$ cat src/rtl/multipli_arb_pkg.sv
// Shared types and defaults for the multiplier arbiter.
//   arb_state_t     : sequencer states of the arbiter FSM
//   TIMEOUT_DEFAULT : default number of WAIT cycles before an operation aborts
package multipli_arb_pkg;

  typedef enum logic [2:0] {
    IDLE    = 3'd0,
    ISSUE   = 3'd1,
    WAIT    = 3'd2,
    DELIVER = 3'd3,
    ABORT   = 3'd4
  } arb_state_t;

  localparam int TIMEOUT_DEFAULT = 64;

endpackage

$ cat src/rtl/multipli_arbiter_rr_picker.sv
// Combinational round-robin picker.
// Ports:
//   req         : request levels, one bit per requester
//   mask        : requesters excluded from this pick
//   pointer     : index that has highest priority this cycle
//   grant_valid : at least one unmasked request is present
//   grant_idx   : first unmasked request at or after pointer, cyclically
module rr_picker #(
  parameter int N_REQ = 4,
  parameter int IDX_W = 2
) (
  input  logic [N_REQ-1:0] req,
  input  logic [N_REQ-1:0] mask,
  input  logic [IDX_W-1:0] pointer,
  output logic             grant_valid,
  output logic [IDX_W-1:0] grant_idx
);

  logic [N_REQ-1:0] eligible;

  assign eligible = req & ~mask;

  // Scan from the farthest offset down to offset 0 so the candidate
  // closest to the pointer is the one left standing.
  always_comb begin
    int idx;
    idx         = 0;
    grant_valid = 1'b0;
    grant_idx   = '0;
    for (int off = N_REQ - 1; off >= 0; off--) begin
      idx = int'(pointer) + off;
      if (idx >= N_REQ) idx = idx - N_REQ;
      if (eligible[IDX_W'(idx)]) begin
        grant_valid = 1'b1;
        grant_idx   = IDX_W'(idx);
      end
    end
  end

endmodule

$ cat src/rtl/multipli_arbiter.sv
// Round-robin arbiter/sequencer sharing one sum-and-shift multiplier among
// N_REQ requesters, with a per-operation timeout.
// Ports:
//   CLK, RESET_N : clock (posedge) and asynchronous active-low reset
//   req          : per-requester request level, held until done/err
//   a_in, b_in   : packed operands, slice i = [i*size +: size]
//   done, err    : one-cycle pulse to the served requester (success/timeout)
//   result       : registered product, valid while a done bit is high
//   busy         : operation in progress (ISSUE through DELIVER/ABORT)
//   owner        : index of the requester being served
//   start        : one-cycle multiplier start
//   A, B         : operands held for the multiplier
//   S, fin_mult  : multiplier product and completion level
module multipli_arbiter
  import multipli_arb_pkg::*;
#(
  parameter int  size    = 8,
  parameter int  N_REQ   = 4,
  parameter int  TIMEOUT = TIMEOUT_DEFAULT,
  localparam int IDX_W   = $clog2(N_REQ)
) (
  input  logic                  CLK,
  input  logic                  RESET_N,
  input  logic [N_REQ-1:0]      req,
  input  logic [N_REQ*size-1:0] a_in,
  input  logic [N_REQ*size-1:0] b_in,
  output logic [N_REQ-1:0]      done,
  output logic [N_REQ-1:0]      err,
  output logic [2*size-1:0]     result,
  output logic                  busy,
  output logic [IDX_W-1:0]      owner,
  output logic                  start,
  output logic [size-1:0]       A,
  output logic [size-1:0]       B,
  input  logic [2*size-1:0]     S,
  input  logic                  fin_mult
);

  localparam int CNT_W = $clog2(TIMEOUT + 1);

  arb_state_t       state, state_nxt;
  logic [IDX_W-1:0] pointer;
  logic             mask_pend;
  logic [N_REQ-1:0] mask;
  logic             fin_mult_q;
  logic [CNT_W-1:0] tmo_cnt;
  logic             fin_edge;
  logic             tmo_last;
  logic             grant_valid;
  logic [IDX_W-1:0] grant_idx;

  function automatic logic [IDX_W-1:0] wrap_inc(input logic [IDX_W-1:0] i);
    return (i == IDX_W'(N_REQ - 1)) ? '0 : i + 1'b1;
  endfunction

  assign fin_edge = fin_mult & ~fin_mult_q;
  assign tmo_last = (tmo_cnt == CNT_W'(TIMEOUT - 1));

  // The just-served requester is hidden for one IDLE cycle so it has time
  // to drop req before it can win again.
  always_comb begin
    mask = '0;
    if (mask_pend) mask[owner] = 1'b1;
  end

  rr_picker #(
    .N_REQ (N_REQ),
    .IDX_W (IDX_W)
  ) u_picker (
    .req         (req),
    .mask        (mask),
    .pointer     (pointer),
    .grant_valid (grant_valid),
    .grant_idx   (grant_idx)
  );

  always_ff @(posedge CLK or negedge RESET_N) begin
    if (!RESET_N) state <= IDLE;
    else          state <= state_nxt;
  end

  always_comb begin
    state_nxt = state;
    start     = 1'b0;
    busy      = 1'b0;
    done      = '0;
    err       = '0;
    case (state)
      IDLE: begin
        if (grant_valid) state_nxt = ISSUE;
      end
      ISSUE: begin
        start     = 1'b1;
        busy      = 1'b1;
        state_nxt = WAIT;
      end
      WAIT: begin
        busy = 1'b1;
        // A completion edge on the final timeout cycle still counts.
        if (fin_edge)      state_nxt = DELIVER;
        else if (tmo_last) state_nxt = ABORT;
      end
      DELIVER: begin
        busy        = 1'b1;
        done[owner] = 1'b1;
        state_nxt   = IDLE;
      end
      ABORT: begin
        busy       = 1'b1;
        err[owner] = 1'b1;
        state_nxt  = IDLE;
      end
      default: state_nxt = IDLE;
    endcase
  end

  always_ff @(posedge CLK or negedge RESET_N) begin
    if (!RESET_N) begin
      pointer    <= '0;
      owner      <= '0;
      mask_pend  <= 1'b0;
      fin_mult_q <= 1'b0;
      tmo_cnt    <= '0;
      A          <= '0;
      B          <= '0;
      result     <= '0;
    end else begin
      fin_mult_q <= fin_mult;
      case (state)
        IDLE: begin
          mask_pend <= 1'b0;
          if (grant_valid) begin
            owner <= grant_idx;
            A     <= a_in[grant_idx*size +: size];
            B     <= b_in[grant_idx*size +: size];
          end
        end
        ISSUE: tmo_cnt <= '0;
        WAIT: begin
          tmo_cnt <= tmo_cnt + 1'b1;
          if (fin_edge) result <= S;
        end
        DELIVER, ABORT: begin
          pointer   <= wrap_inc(owner);
          mask_pend <= 1'b1;
        end
        default: ;
      endcase
    end
  end

endmodule

$ cat config.mk
export PLATFORM = sky130hd
export DESIGN_NAME = multipli_arbiter
export DESIGN_NICKNAME = d
export VERILOG_FILES = /design/src/rtl/multipli_arb_pkg.sv /design/src/rtl/multipli_arbiter_rr_picker.sv /design/src/rtl/multipli_arbiter.sv
export SDC_FILE = /design/constraint.sdc
export NUM_CORES = 1
export LEC_CHECK = 0
export CAP_MARGIN = 5
export CORE_ASPECT_RATIO = 1.1
export CORE_MARGIN = 2
export CORE_UTILIZATION = 44
export DETAILED_ROUTE_END_ITERATION = 7
export PLACE_DENSITY = 0.85
export SETUP_SLACK_MARGIN = 0.15
export SLEW_MARGIN = 20
export SYNTH_ARGS = -nofsm -noshare
export SYNTH_HDL_FRONTEND = slang
export SYNTH_HIERARCHICAL = 1
export SYNTH_SLANG_ARGS = --single-unit
$ cat constraint.sdc
create_clock -name CLK -period 6 [get_ports CLK]
set_input_delay 1.8 -clock CLK [delete_from_list [all_inputs] [get_ports CLK]]
set_output_delay 1.8 -clock CLK [all_outputs]
set_load 0.02 [all_outputs]
==> metrics.md <==
| Metric | Value |
|---|---|
| Crit path DAT | 2.33 ns |
| Pre-CTS setup slack | 1.61 ns |
| Worst slew pin tran | 0.982 ns |
| Maximum root-to-sink buffer count | 2 |
| Drt total wl | 6750 microns |
| Max Freq | 242 MHz |
| Element type at the critical path start | flip-flop |
| Outcome | completed |
| Post-synth EDFFs | 0 |
| Clk Latency, worst-skew pair | 0.30 ns |
| Mapped Nets | 291 |
| Final cell count without fillers | 405 |
| Global router's overall resource usage | 21.2% |
| Post-Syn Area | about 2700 sq um |
| Hold-fix buffers, CTS | 0 |
| Area Growth Syn to Fin | 55.6% |
| Adder-Cell Fraction of Synth Area | 2.34% |
| Yosys top cell area share | 44.9% |
| Fillers | 432 |
| RSZ-0062 raised after global routing | false |
| Ratio of cells with drive above 1 in the final layout | 21.0% |
| Largest net degree at the start of global routing | 49 |
| P_leak | 1.73 nW |
| Minimum clock period | 4.13 ns |
| Setup-failing EPs final | 0 |
| Final Cell Area | 4170 sq um |
| Total gr overflow | 0 |
| Top cells by count, synth | 48 x dfrtp_1, 24 x mux2_2, 16 x mux4_2 |
| Asr flop ratio synth | between 90% and 100% |
| Max Cap Viol | 0 |
| Register area share after synthesis | 44.9% |
| Worst setup margin | 1.87 ns |
| Yosys cell types | 46 |
| Power Dens Cells | 473 nW/um^2 |
| Mean Syn Cell Area | 13.4 sq um |
| Worst-path clk slew | 0.10 ns |
| Drt pass-1 iters | 6 |
| Final Max Slew Viols | 0 |
| Antenna violations before repair | 0 |
| Hold crit path type | flip-flop to flip-flop |
| First-pass GRT wire length | ~11000 microns |
| Crit-path max FO | 10 |
| Area contributors post-synth | dfrtp_1 45%, mux4_2 13%, mux2_2 10%, mux2_4 5.0%, and2_1 2.8% |
| CTS tree | built |
| YS warnings | 6 |
| Max-slew headroom | 34.4% |
| Complex-gate fraction of the synthesized area | 5.56% |
| Cell count after synthesis | 199 |
| Buffers on Ports | between 100 and 150 |
| Final nets | 419 |
| CTS Buf Count | 5 |
| GP Congestion | 0.748 |
| Detailed Place HPWL | ~5200 microns |
| Die area | 6720 sq um |
| Worst Path Required | around 4.2 ns |
| Die height | 85.8 microns |
| Initial DRC Count | 90 |
| Crit path kind | flip-flop to output pin |
| Root Driver | clkbuf_8 |
| Final core occ | 71.3% |
| Via Count | 2145 |
| Count leader, synth | dfrtp_1 |
| Top_reg_cell synth | dfrtp_1 |
| Initial Util | 45.8% |
| Post-Synth Simple-Gate Area | 13.6% |
| Row Count | 29 |
| Cells after DPL | 397 |
| Peak VDD IR | 0.344 mV |
| Setup TNS Final | 0 ns |
| I/O Pins | 131 |
| Ant diodes | 0 |
| Die W | approximately 78 microns |
| Final period utilization | 68.8% |
| CP endpoint kind | output pin |
| # resized after CTS | 0 |
| Number of global-route vias before repair | 2329 |
| Post-CTS setup buffers | 0 |
| Clock Skew | 0.00728 ns |
| Largest family of logic cells by synthesized area | multiplexers |
| Biggest area consumer among synthesized cells | dfrtp_1 |
| Sink Count | 48 |
| Antenna Violating Nets Remaining | 0 |
| Core footprint | 5840 sq um |
| Synth Area in XOR/XNOR | 0.327% |
| Placed Area | 4030 sq um |
| Wire length per cell | 16.7 microns |
| Vias per cell | roughly 5.3 |
| Final hold vios | 0 |
| CTS H-tree depth | 2 |
| DRC Markers | 0 |
| FF+latch count, synth | 48 |
| Mux share of post-synthesis cell area | 29.4% |
[cells by family (layout without fill, tap and decap cells)]
group                    count (synthesis)  after routing
buffers and inverters                   18            147
AO/OA/AOI/OAI                           21             21
flip-flops                              48             48
AND/OR/NAND/NOR                         55             55
multiplexers                            51             51
XOR/XNOR                                 1              1
adder cells (fa/ha/maj)                  5              5
[final timing paths]
check / start / endpoint / slack (ns) / cells after the start
min in group asynchronous: RESET_N / A[0] / 1.51 / 1
worst max register to register: owner[0] / A[2] / 2.88 / 8
worst max-delay path: state[2] / err[3] / 1.87 / 3
max in group asynchronous: RESET_N / pointer[0] / 4.08 / 1
worst min-delay path: tmo_cnt[6] / tmo_cnt[6] / 0.50 / 1
worst min register to register: tmo_cnt[6] / tmo_cnt[6] / 0.50 / 1
[power by group]
group          switching [mW]  internal [mW]
logic                   0.483          0.616
registers               0.118          0.471
clock network           0.114          0.168
[metal layers]
metal  vias to the layer above  track usage (%)  routed length, microns
met1                      1065             25.2                    2660
li1                        989                -                       -
met2                        71             37.0                    3560
met4                         0             10.5                     248
met5                         -                0                       0
met3                        20             4.00                     292
[registers in the layout (all words and copies together), names as in the netlist]
register / cells
tmo_cnt: 7
result: 16
mask_pend: 1
B: 8
fin_mult_q: 1
A: 8
owner: 2
state: 3
pointer: 2
[worst max-delay path, cell delays in order, from the launching register on]
cell,delay (ns)
dfrtp_1,0.58
nor3b_1,0.62
and2_1,0.22
clkdlybuf4s50_1,0.62
[layout by cell type, fill, tap and decap left out, types with 2 or more instances in the layout]
cell type        Yosys  final
dfrtp_1             48     48
nand2_1              8      8
nor3b_1              4      4
nor2_1               4      4
mux4_2              16     16
nor4_1               3      2
and2_1              12     12
clkdlybuf4s50_1      0    129
nand4_1              2      2
buf_4                3      3
mux2_2              24     24
inv_1                6      6
o21ai_0              6      6
nand3_1              2      2
nor2b_1              4      4
o21a_1               2      2
ha_1                 5      5
bufinv_16            0      2
and3b_1              2      2
nand2b_1             3      3
nor3_1               2      2
mux2i_1              2      2
clkbuf_8             0      5
a21oi_1              2      2
or3b_1               3      3
mux2_4               9      9
[cell type report]
class	count	area (sq um)	share of cell area, %
Clock buffer	5	68.8	1.65
Clock inverter	3	68.8	1.65
Inverter	7	26.3	0.631
Multi-Input combinational cell	133	1390	33.4
Sequential cell	48	1200	28.8
Tap cell	77	96.3	2.31
Timing Repair Buffer	132	1310	31.5
[stage by stage]
stage | hold WS [ns] | power, mW
detailed placement | 0.483 | 1.70
CTS | 0.500 | 1.99
global route | 0.521 | 2.09
global placement | 0.461 | 1.67
floorplan | 0.447 | 1.27
finish | 0.497 | 1.97
Note: power is estimated with default switching activity, not from simulation.
